===== config.mk =====
export PLATFORM = sky130hd
export DESIGN_NAME = count_sequencer
export DESIGN_NICKNAME = d
export VERILOG_FILES = /design/src/rtl/count_sequencer.sv
export SDC_FILE = /design/constraint.sdc
export NUM_CORES = 1
export LEC_CHECK = 0
export ABC_AREA = 1
export CAP_MARGIN = 10
export CORE_MARGIN = 4
export CORE_UTILIZATION = 53
export CTS_CLUSTER_SIZE = 28
export DETAILED_ROUTE_END_ITERATION = 10
export GPL_TIMING_DRIVEN = 0
export PLACE_DENSITY = 0.77
export SYNTH_ARGS = -nofsm -noshare
export SYNTH_HDL_FRONTEND = slang
export SYNTH_SLANG_ARGS = --single-unit

===== constraint.sdc =====
create_clock -name CLOCK_50 -period 2.1 [get_ports CLOCK_50]
set_clock_uncertainty 0.1 [all_clocks]
set_input_delay 0.63 -clock CLOCK_50 [delete_from_list [all_inputs] [get_ports CLOCK_50]]
set_output_delay 0.63 -clock CLOCK_50 [all_outputs]
set_load 0.005 [all_outputs]

===== src/rtl/count_sequencer.sv =====
// count_sequencer: run/pause/load 8-bit counter with prescaled tick and a sequential BCD image.
// Optional feature macro COUNT_SEQ_DOWN_EN: when defined, dir selects up (1) or down (0) counting.
module count_sequencer #(
    parameter int PRESCALE = 50000000
) (
    input  logic       CLOCK_50,
    input  logic       RESET_N,
    input  logic       start,
    input  logic       stop,
    input  logic       load,
    input  logic [7:0] load_val,
    input  logic       dir,
    output logic [7:0] count,
    output logic       tick,
    output logic [1:0] state,
    output logic [3:0] ONES,
    output logic [3:0] TENS,
    output logic [1:0] HUNDREDS,
    output logic       bcd_valid
);
    localparam int PW = $clog2(PRESCALE);
    localparam logic [PW-1:0] PRE_LAST = PW'(PRESCALE - 1);

    typedef enum logic [1:0] {IDLE = 2'b00, RUN = 2'b01, PAUSE = 2'b10} state_t;

    state_t        state_q, state_d;
    logic [2:0]    in_q, in_d, arm_q, arm_d, req;
    logic [PW-1:0] pre_q, pre_d;
    logic [7:0]    count_q, count_d, step_val;
    logic          busy_q, busy_d, pend_q, pend_d, valid_q, valid_d, chg;
    logic [3:0]    bit_q, bit_d;
    logic [7:0]    sh_q, sh_d;
    logic [9:0]    work_q, work_d, bcd_q, bcd_d;
    logic [8:0]    adj;

`ifdef COUNT_SEQ_DOWN_EN
    assign step_val = dir ? 8'd1 : 8'hFF;
`else
    logic unused_dir;
    assign unused_dir = dir;
    assign step_val   = 8'd1;
`endif

    // Edge detect {load, stop, start}; an input must be seen low after reset before it can request
    always_comb begin
        in_d  = {load, stop, start};
        arm_d = arm_q | ~in_d;
        req   = in_d & ~in_q & arm_q;
    end

    // Run control: load wins over stop/start and freezes the FSM; prescaler and count follow
    always_comb begin
        tick    = (state_q == RUN) && (pre_q == PRE_LAST) && !req[2];
        state_d = state_q;
        pre_d   = pre_q;
        count_d = count_q;
        if (req[2]) begin
            pre_d   = '0;
            count_d = load_val;
        end else begin
            if (tick)
                count_d = count_q + step_val;
            if (state_q == RUN)
                pre_d = tick ? '0 : pre_q + 1'b1;
            else if (state_q == IDLE)
                pre_d = '0;
            if (req[1])
                state_d = (state_q == RUN) ? PAUSE : (state_q == PAUSE) ? IDLE : state_q;
            else if (req[0] && state_q != RUN)
                state_d = RUN;
        end
    end

    // Double-dabble: 8 add-3/shift steps then a write step; a change mid-run forces a restart
    always_comb begin
        chg     = count_d != count_q;
        adj     = {work_q[8],
                   (work_q[7:4] >= 4'd5) ? work_q[7:4] + 4'd3 : work_q[7:4],
                   (work_q[3:0] >= 4'd5) ? work_q[3:0] + 4'd3 : work_q[3:0]};
        busy_d  = busy_q;
        pend_d  = pend_q;
        bit_d   = bit_q;
        sh_d    = sh_q;
        work_d  = work_q;
        bcd_d   = bcd_q;
        valid_d = valid_q && !chg;
        if (busy_q && bit_q == 4'd8) begin
            if (pend_q || chg) begin
                pend_d = 1'b0;
                bit_d  = '0;
                sh_d   = count_d;
                work_d = '0;
            end else begin
                busy_d  = 1'b0;
                bcd_d   = work_q;
                valid_d = 1'b1;
            end
        end else if (busy_q) begin
            pend_d         = pend_q || chg;
            bit_d          = bit_q + 4'd1;
            {work_d, sh_d} = {adj, sh_q, 1'b0};
        end else if (chg) begin
            busy_d = 1'b1;
            bit_d  = '0;
            sh_d   = count_d;
            work_d = '0;
        end
    end

    // State registers with asynchronous active-low reset
    always_ff @(posedge CLOCK_50 or negedge RESET_N) begin
        if (!RESET_N) begin
            state_q <= IDLE;
            in_q    <= '0;
            arm_q   <= '0;
            pre_q   <= '0;
            count_q <= '0;
            busy_q  <= 1'b0;
            pend_q  <= 1'b0;
            bit_q   <= '0;
            sh_q    <= '0;
            work_q  <= '0;
            bcd_q   <= '0;
            valid_q <= 1'b1;
        end else begin
            state_q <= state_d;
            in_q    <= in_d;
            arm_q   <= arm_d;
            pre_q   <= pre_d;
            count_q <= count_d;
            busy_q  <= busy_d;
            pend_q  <= pend_d;
            bit_q   <= bit_d;
            sh_q    <= sh_d;
            work_q  <= work_d;
            bcd_q   <= bcd_d;
            valid_q <= valid_d;
        end
    end

    assign count                    = count_q;
    assign state                    = state_q;
    assign {HUNDREDS, TENS, ONES}   = bcd_q;
    assign bcd_valid                = valid_q;

endmodule


==> key figures, run 1 <==
Finish
  – Share of cells above drive strength 1: 35.9%
  – Layout area overhead: 39.6%
  – Reg area: 1940 sq um
  – Antenna fix cells: 0
  – Layout fillers: 521
  – Post-Layout Cell Count: 774
  – Commonest non-fill, non-tap cell in the layout: nand2_1
  – Design area: 6210 sq um
  – Layout Nets: 686
  – Multi-input gate area: approximately 2500 sq um
  – Core Util, Final: 76.0%
  – Most frequent cells in the layout: nand2_1, dfrtp_1, buf_4, inv_1, clkdlybuf4s50_1

GRT
  – Initial antenna violation count: 0
  – GRT overflow: 0
  – Vias in the first global route: roughly 4200
  – Total Routing Usage GR: 23.5%
  – Global-route wire length before repair: 19000 um
  – Pin count of the biggest net entering global routing: 61

Worst hold path
  – Worst min path class: input pin to async pin

Timing
  – Setup ws final: -0.408 ns
  – Finish-stage setup viols: 45
  – F_max: between 300 and 400 MHz
  – Max-slew headroom: 67.9%
  – Worst-Margin Slew: ~0.48 ns
  – Post-layout min period: 2.51 ns
  – Period utilisation layout: 119%
  – Final Slew Violations: 0
  – Unrepaired setup endpoints after global routing: yes
  – Final hold violations: 0

Yosys
  – Sequential share of the synthesized area: a little over two fifths
  – Post-synth net total: roughly 570
  – Syn Inst Count: 549
  – #FFs+latches synth: 77
  – Distinct cells, synth: 40
  – Synth area leaders: dfrtp_1, nand2_1, inv_1
  – Synth Cell Area: 4450 sq um
  – Synth area leader: dfrtp_1
  – Mapped Avg Cell Area: 8.11 sq um
  – Yosys warnings: 0
  – Synth top area share: 42.7%

Critical path
  – Crit. End Element: flop
  – CP delay by family, top: simple AND/OR/NAND/NOR gates
  – Slowest CP cell: dfrtp_1
  – CP bufs+invs: 2
  – CP max FO: 7
  – Worst-path cell chain: nor2_2 > buf_4 > nand3_4 > nor2_4 > nand4_1 > nand2_1 > nand2_2 > nand2_2 > nand2_1 > nand2_1 > nand2_2 > nor2_4 > nand4_4 > buf_6 > nand3_1 > nand2_1
  – Data arrival, critical path: 2.65 ns
  – CP max stage delay: ~0.4 ns
  – Worst setup path class: flop to flop
  – Worst Reg-to-Reg Cells: 16
  – WP depth: 16
  – Most frequent cell on the critical path: nand2_1
  – CP required: 2.24 ns
  – CP startpoint kind: flop

Power
  – Peak supply drop: between 0.0006 and 0.0007 V
  – Leak Pwr: slightly below 3 nW
  – Seq pwr share: a little under two fifths
  – Clk pwr share: 24.5%
  – P per Cell Area: 897 nW/um^2
  – Internal: 3.46 mW
  – Post-layout total power: around 5.6 mW
  – NetSw: between 2 and 2.5 mW
  – Switching Fraction: around 38%
  – Comb pwr share: 38.5%

Placement
  – Post-DP HPWL: 7150 um
  – Placer Congestion: 0.860
  – Post-DP Area: 4980 sq um
  – Post-Place Cells: 689
  – Number of port buffers: 34

Detailed routing
  – Vias/cell: 5.63
  – Total Wirelength: about 12000 um
  – Routed wl met2: roughly 6300 um
  – Met3 WL: between 700 and 800 um
  – # DRC: 0
  – WL per Instance: approximately 16 um
  – Max Used Layer: met4
  – TritonRoute pass-1 iters: 5
  – Routed length on met1: roughly 5000 um
  – Via count: about 4400
  – Routed Antenna Nets: 0
  – DRT iter0 DRCs: 378

Status
  – Status: complete, but fails checks
  – Failing checks: setup timing

Die
  – Die height: 99.6 um
  – Die Width: roughly 100 um
  – Row cnt: 33
  – Core footprint: 8180 sq um
  – Io pins: 36
  – Initial cell density of the core: 54.4%
  – Die area: 9930 sq um

CTS
  – CTS tree: done
  – Worst-Skew Late Latency: 0.35 ns
  – Clock Path Buffers: 2
  – Root Buffer: clkbuf_8
  – H-tree depth: 3
  – CTS Sinks: 77
  – Reg clk slew, reported paths: 0.08 ns
  – CTS Buf Count: 9

Flow run
  – Max-cap viol count: 0
-- flip-flops by register name, summed over array words and instances, names as in the netlist --
name	flops
work_q	10
sh_q	8
pre_q	26
count	8
in_q	3
busy_q	1
bcd_valid	1
state	2
pend_q	1
bit_q	4
bcd_q	10
arm_q	3
-- power groups by stage --
| stage | Clock [mW] | Sequential, mW | Combinational [mW] |
|---|---|---|---|
| floorplan | 0 | 2.01 | 1.33 |
| global placement | 0 | 2.05 | 1.71 |
| detailed placement | 0 | 2.07 | 1.78 |
| CTS | 1.37 | 2.05 | 1.95 |
| global route | 1.44 | 2.10 | 2.39 |
| finish | 1.36 | 2.06 | 2.15 |
-- cell type report --
class	instances	share of cell area, %
clock buffer	9	1.99
clock inverter	7	1.83
multi-input combinational	389	40.8
timing repair buffer	104	15.6
sequential	77	31.2
buffer	13	2.22
tap	105	2.11
inverter	70	4.25
-- path summary, 6_finish.rpt --
path / start / to / slack [ns]
worst max register to register: pre_q[10] / sh_q[4] / -0.41
worst min-delay path: RESET_N / pre_q[7] / 0.05
worst max-delay path: pre_q[10] / sh_q[4] / -0.41
min in group CLOCK_50: load / in_q[2] / 0.34
worst min register to register: arm_q[1] / arm_q[1] / 0.36
max in group asynchronous: RESET_N / bcd_valid / 1.21
-- cell usage after synthesis (all sizes together) --
cell type,n
a31oi,3
nor3,16
a21oi,20
nand2,144
dfrtp,76
o22ai,1
o21ai,38
clkbuf,5
nor2,51
o211ai,15
dfstp,1
buf,8
nor4,5
nand4,15
nand3,46
nand3b,3
ha,8
a211oi,4
xor2,10
and3,1
or2,8
o21a,1
inv,69
clkinv,1
-- kinds of logic (layout without fill, tap and decap cells) --
| group | after synthesis | after routing | synth area share, % |
|---|---|---|---|
| AO/OA/AOI/OAI | 82 | 82 | 10.5 |
| adder cells (fa/ha/maj) | 8 | 8 | 2.25 |
| buffers and inverters | 83 | 203 | 8.15 |
| flip-flops | 77 | 77 | 43.3 |
| XOR/XNOR | 10 | 10 | 1.97 |
| AND/OR/NAND/NOR | 289 | 289 | 33.8 |
-- layer usage --
metal / up-vias / track usage, %
met5: - / 0
met4: 0 / 8.93
met3: 36 / 4.00
met2: 191 / 40.0
met1: 2102 / 29.9
li1: 2032 / -
-- metrics by stage --
step                hold slack [ns]  setup WS, ns  setup TNS, ns
detailed placement            0.343         -1.22         -62.73
global route                 0.0548        -0.537         -22.06
finish                       0.0508        -0.408         -14.22
CTS                          0.0428        -0.309         -10.52
floorplan                     0.234        -0.272          -5.99
global placement              0.340         -2.45        -247.77
-- what timing repair did --
item	4_1_cts	5_1_grt
pin swaps	39	32
resized for setup	73	69
buffers inserted	39	29
hold buffers	0	0
endpoints found under the setup margin	62	66
gates cloned	1	2
Power figures use the tool's default switching activity.
==> run 2: changes to the inputs <==
CORE_UTILIZATION = 55   (was 53)
CTS_BUF_LIST = sky130_fd_sc_hd__clkbuf_4   (was default)
CTS_CLUSTER_DIAMETER = 120   (was default)
PLACE_DENSITY = 0.79   (was 0.77)
==> run 2 against run 1 <==
  * The run ends with DRC, setup timing left
  * Fmax decreased by 12%
  * Clock power shrank 12%
  * Final cell count grew 5.2%
  * Sequential cell count did not move
  * Die area decreased by 3.3%
  * Routed wire length grew 40%
  * Power is 5.7% higher
  * Global-route usage grew 4.6 points
  * Combinational power grew 22%
  * Worst setup slack worse by 0.35 ns
  * Sequential power hardly changed
  * Largest power group unchanged
==> key figures, run 2 (same netlist as run 1, synthesis figures left out) <==
Finish
  – Most frequent cells in the layout: nand2_1, buf_4, dfrtp_1, inv_1, nand3_2
  – Post-Layout Cell Count: 814
  – Largest register FFs: 26
  – Share of cells above drive strength 1: around two fifths
  – Layout area overhead: 48.0%
  – Antenna fix cells: 0
  – Layout Nets: 729
  – Regs by FF count: pre_q: 26 flops, bcd_q: 10 flops, work_q: 10 flops
  – Largest Register: pre_q
  – Commonest non-fill, non-tap cell in the layout: nand2_1

Detailed routing
  – Total Wirelength: 17400 um
  – TritonRoute pass-1 iters: 11
  – Via count: 5140
  – # DRC: 3
  – DRT iter0 DRCs: 760
  – Vias/cell: 6.31
  – WL per Instance: 21.3 um
  – Routed Antenna Nets: 0

Critical path
  – Worst Reg-to-Reg Cells: 17
  – Reg2reg setup slack: -0.76 ns
  – Worst R2R Start: pre_q[24]
  – RR Endpoint: sh_q[3]
  – Data arrival, critical path: 3.16 ns
  – Worst-path cell chain: inv_2 > nand2_1 > nor2_2 > nand2_2 > nor2_8 > buf_4 > nand4_1 > buf_4 > buf_4 > buf_4 > buf_4 > xor2_1 > o21ai_1 > nand2_1 > nand2_1 > nand3_1 > nand2_1
  – CP startpoint kind: flop
  – Crit. End Element: flop
  – CP max FO: 7
  – Worst setup path class: flop to flop
  – Most frequent cell on the critical path: buf_4
  – Slowest CP cell: dfrtp_1
  – CP required: 2.40 ns
  – CP max stage delay: 0.44 ns

Worst hold path
  – Hold path startpoint: load
  – Hold path depth: 1
  – Worst min path class: input pin to flop
  – WHS Endpoint: in_q[2]

CTS
  – CTS Sinks: 77
  – Clock Path Buffers: 2
  – Worst-Skew Late Latency: about 0.45 ns
  – CTS Buf Count: 9
  – Root Buffer: clkbuf_4
  – Reg clk slew, reported paths: 0.14 ns
  – CTS tree: done
  – H-tree depth: 3

Power
  – Seq pwr share: 35.1%
  – Clk pwr share: 20.4%
  – Post-layout total power: 5.89 mW
  – Peak supply drop: 0.000994 V
  – P per Cell Area: 894 nW/um^2
  – Internal: 3.43 mW
  – NetSw: 2.46 mW
  – Comb pwr share: 44.5%
  – Leak Pwr: 3.31 nW
  – Switching Fraction: between 40% and 50%

Timing
  – Final Slew Violations: 0
  – F_max: 349 MHz
  – Setup TNS: -26.76 ns
  – Max-slew headroom: a little over three fifths
  – Unrepaired setup endpoints after global routing: yes
  – Setup ws final: -0.761 ns
  – Final hold violations: 0
  – Worst-Margin Slew: around 0.56 ns
  – Finish-stage setup viols: 59
  – Post-layout min period: 2.86 ns
  – Period utilisation layout: 136%

Placement
  – Post-DP HPWL: 7130 um
  – Post-Place Cells: about 700
  – Placer Congestion: slightly below 0.9
  – Number of port buffers: 34

GRT
  – Total Routing Usage GR: roughly 28%
  – Vias in the first global route: between 4000 and 5000
  – GRT overflow: 0
  – Global-route wire length before repair: 22100 um
  – Initial antenna violation count: 0
  – Pin count of the biggest net entering global routing: 59

Die
  – Row cnt: 32
  – Die area: 9600 sq um
  – Io pins: 36
  – Die height: 98.0 um
  – Die Width: 98.0 um
  – Core footprint: 7810 sq um
  – Initial cell density of the core: 57.0%

Flow run
  – Max-cap viol count: 0

Status
  – Failing checks: DRC, setup timing
  – Status: complete, but fails checks
-- run 2: changes by cell type in the layout (fill, tap and decap cells not counted), sizes merged --
cell | previous run | this run
clkinvlp | 0 | 2
clkinv | 5 | 2
dlygate4sd3 | 0 | 1
dlygate4sd2 | 1 | 5
buf | 80 | 122
dlymetal6s2s | 0 | 11
clkdlybuf4s50 | 30 | 15
inv | 69 | 70
-- run 2: what timing repair did --
item | in CTS | in global routing
hold buffers | 1 | 0
gates cloned | 4 | 1
setup endpoints to repair | 68 | 74
resized for setup | 84 | 91
setup buffers | 64 | 45
endpoints found under the hold margin | 19 | 0
pin swaps | 29 | 51
-- run 2: layout make-up --
class | instances | area (sq um)
Clock buffer | 9 | 67.6
Timing Repair Buffer | 147 | 1370
Inverter | 70 | 270
Sequential cell | 77 | 1930
Multi-Input combinational cell | 389 | 2570
Tap cell | 102 | 128
Fill cell | 375 | 1220
Clock inverter | 7 | 114
Buffer | 13 | 135
-- run 2: stage by stage --
step / setup WS [ns] / hold WS (ns) / cell area, sq um / util, %
2_1_floorplan: -0.272 / 0.234 / 4480 / -
6_report: -0.761 / 0.255 / 6590 / 84.4
5_1_grt: -0.838 / 0.241 / 6590 / 84.4
4_1_cts: -0.367 / 0.276 / 6000 / 76.8
3_3_place_gp: -2.36 / 0.339 / 4950 / 63.4
3_5_place_dp: -1.23 / 0.352 / 4980 / 63.7
-- run 2: how the worst max path moves through the flow --
stage / start / to / slack [ns]
floorplan: load / pre_q[25] / -0.27
global placement: RESET_N / bcd_q[2] / -2.36
detailed placement: load / sh_q[7] / -1.23
CTS: pre_q[1] / sh_q[6] / -0.37
global route: pre_q[24] / sh_q[3] / -0.84
finish: pre_q[24] / sh_q[3] / -0.76
-- run 2: per-layer routing --
layer	GRT usage [%]	up-vias	part of all wire [%]
li1	-	2120	-
met1	33.9	2390	34
met2	50.3	460	48
met3	4.71	170	9.5
met4	9.80	0	8.2
met5	0	-	0
-- run 2: power groups by stage --
stage                     sequential, mW  clock [mW]  combinational (mW)
after detailed placement            2.07           0                1.78
after CTS                           2.03        1.15                2.19
after global routing                2.09        1.25                2.83
after global placement              2.05           0                1.71
after floorplan                     2.01           0                1.33
final                               2.07        1.20                2.62
-- run 2: worst max-delay path, delay by kind of cell, from the launching register on --
kind,cells,cell delay (ns)
xor gates and xnor gates,1,0.13
buffers and inverters,6,0.76
and+or+nand+nor,9,1.15
AOI/OAI and AO/OA,1,0.24
DFF,1,0.44
==> run 3: changes to the inputs <==
TNS_END_PERCENT = 1   (was default)
==> run 3 against run 2 <==
  * Register-to-register slack improved by 0.31 ns
  * First-iteration DRC count fell by 69%
  * The flow finishes with violations (setup timing)
  * Design area fell by 11%
  * Utilization fell by 9.6 points
  * Clock-buffer cell count did not move
  * Critical path depth did not move
  * Largest cell class unchanged
  * Final cell count fell by 8.1%
==> key figures, run 3 (same netlist as run 1, synthesis figures left out) <==
Status
  – Status: complete, but fails checks
  – Failing checks: setup timing

Placement
  – Number of port buffers: 34
  – Placer Congestion: around 0.87
  – Post-DP HPWL: 7100 um
  – Place WS: -1.22 ns
  – Post-Place Cells: 686

Die
  – Initial cell density of the core: between 50 and 60%
  – Core footprint: 7810 sq um
  – Die Width: a little under 100 um
  – Io pins: 36
  – Die area: between 9000 and 10000 sq um
  – Row cnt: 32
  – Die height: approximately 98 um

GRT
  – GRT overflow: 0
  – Total Routing Usage GR: 22.9%
  – Vias in the first global route: 3966
  – Pin count of the biggest net entering global routing: 61
  – Initial antenna violation count: 0
  – Global-route wire length before repair: between 15000 and 20000 um

Timing
  – Max-slew headroom: 65.9%
  – Final Slew Violations: 0
  – WHS: around 0.33 ns
  – Setup ws final: -0.447 ns
  – Final hold violations: 0
  – Worst-Margin Slew: 0.512 ns
  – F_max: 393 MHz
  – Post-layout min period: 2.55 ns
  – Setup TNS: -15.09 ns
  – Period utilisation layout: 121%
  – Finish-stage setup viols: 45
  – Unrepaired setup endpoints after global routing: yes

Finish
  – Largest Register: pre_q
  – Layout Nets: between 600 and 700
  – Share of cells above drive strength 1: roughly 28%
  – Most frequent cells in the layout: nand2_1, dfrtp_1, inv_1, buf_4, nor2_1
  – Core Util, Final: approximately 75%
  – Commonest non-fill, non-tap cell in the layout: nand2_1
  – Largest register FFs: 26
  – Post-Layout Cell Count: 748
  – Antenna fix cells: 0
  – Layout area overhead: 31.1%
  – Regs by FF count: pre_q: 26 flops, bcd_q: 10 flops, work_q: 10 flops

CTS
  – Worst-Skew Late Latency: 0.44 ns
  – CTS tree: done
  – Clock Path Buffers: 2
  – CTS Sinks: slightly below 80
  – H-tree depth: 3
  – CTS Buf Count: 9
  – Reg clk slew, reported paths: roughly 0.15 ns
  – Root Buffer: clkbuf_4

Power
  – Peak supply drop: 0.000677 V
  – Leak Pwr: 2.79 nW
  – P per Cell Area: 931 nW/um^2

Detailed routing
  – # DRC: 0
  – Total Wirelength: 11500 um
  – Routed Antenna Nets: 0
  – Via count: 4185
  – TritonRoute pass-1 iters: 5
  – WL per Instance: 15.4 um
  – Vias/cell: about 5.6
  – DRT iter0 DRCs: between 200 and 250

Flow run
  – Max-cap viol count: 0

Critical path
  – CP startpoint kind: flop
  – Data arrival, critical path: 2.78 ns
  – CP max FO: 6
  – Worst setup path class: flop to flop
  – CP required: 2.33 ns
  – Crit. End Element: flop

Worst hold path
  – Worst min path class: input pin to flop
==> run 3: cell types whose count changed in the layout (fill, tap and decap cells not counted), moves of 6 or more <==
cell | before | now
buf_4 | 92 | 33
inv_1 | 54 | 60
nor2_1 | 23 | 29
buf_6 | 18 | 8
o21ai_0 | 19 | 25
==> run 3: path summary, 6_finish.rpt <==
| check | to | startpoint | depth (start not counted) | slack (ns) |
|---|---|---|---|---|
| setup / recovery | work_q[4] | pre_q[0] | 17 | -0.45 |
| hold / removal | in_q[2] | load | 1 | 0.33 |
| setup reg to reg | work_q[4] | pre_q[0] | 17 | -0.45 |
| hold reg to reg | pre_q[25] | pre_q[25] | 1 | 0.38 |
| max in group asynchronous | bcd_valid | RESET_N | 3 | 0.80 |
| min in group asynchronous | pre_q[4] | RESET_N | 2 | 0.48 |
==> run 3: power by group <==
group	internal, mW	switching [mW]	leakage, nW
sequential	1.77	0.290	0.980
clock	0.608	0.580	0.0928
combinational	0.917	1.27	1.72
==> run 3: metal layers <==
layer	share of wire (%)	wire length, um	vias up	GRT usage, %
met5	0	0	-	0
met4	2.9	330	0	7.99
met3	5.3	617	36	4.29
met2	51	5860	149	39.8
met1	41	4740	1996	28.5
li1	-	-	2004	-
==> run 3: area by class of cell <==
class | instances | area (sq um)
Multi-Input combinational cell | 390 | 2370
Fill cell | 555 | 1970
Sequential cell | 77 | 1930
Timing Repair Buffer | 80 | 822
Inverter | 70 | 264
Buffer | 13 | 131
Tap cell | 102 | 128
Clock inverter | 7 | 123
Clock buffer | 9 | 67.6
==> run 3: metrics by stage <==
step / power [mW] / area, sq um
after floorplan: 3.32 / 4450
after global placement: 3.75 / 4920
after detailed placement: 3.83 / 4940
after CTS: 5.23 / 5610
after global routing: 5.83 / 5840
final: 5.43 / 5840
==> run 3: repair_timing <==
| action | in CTS | in global routing |
|---|---|---|
| gates resized for setup | 63 | 39 |
| endpoints found under the setup margin | 69 | 70 |
| setup buffers | 32 | 6 |
| pin swaps | 20 | 23 |
| endpoints found under the hold margin | 17 | 0 |
| gates cloned | 3 | 4 |
| hold buffers | 1 | 0 |
==> run 3: worst max-delay path, stage by stage (launching register included) <==
cell and delay (ns):
dfrtp_1 0.43, ha_4 0.17, nand3_4 0.10, clkinv_2 0.06, nand2_2 0.05, nor2_4 0.18, buf_6 0.14, buf_6 0.09
nand4_1 0.14, o211ai_1 0.22, nand2_1 0.10, nand2_2 0.09, nor2_4 0.07, nand3_4 0.11, nand2_8 0.10, buf_4 0.17
nand3_1 0.07, nand2_1 0.06
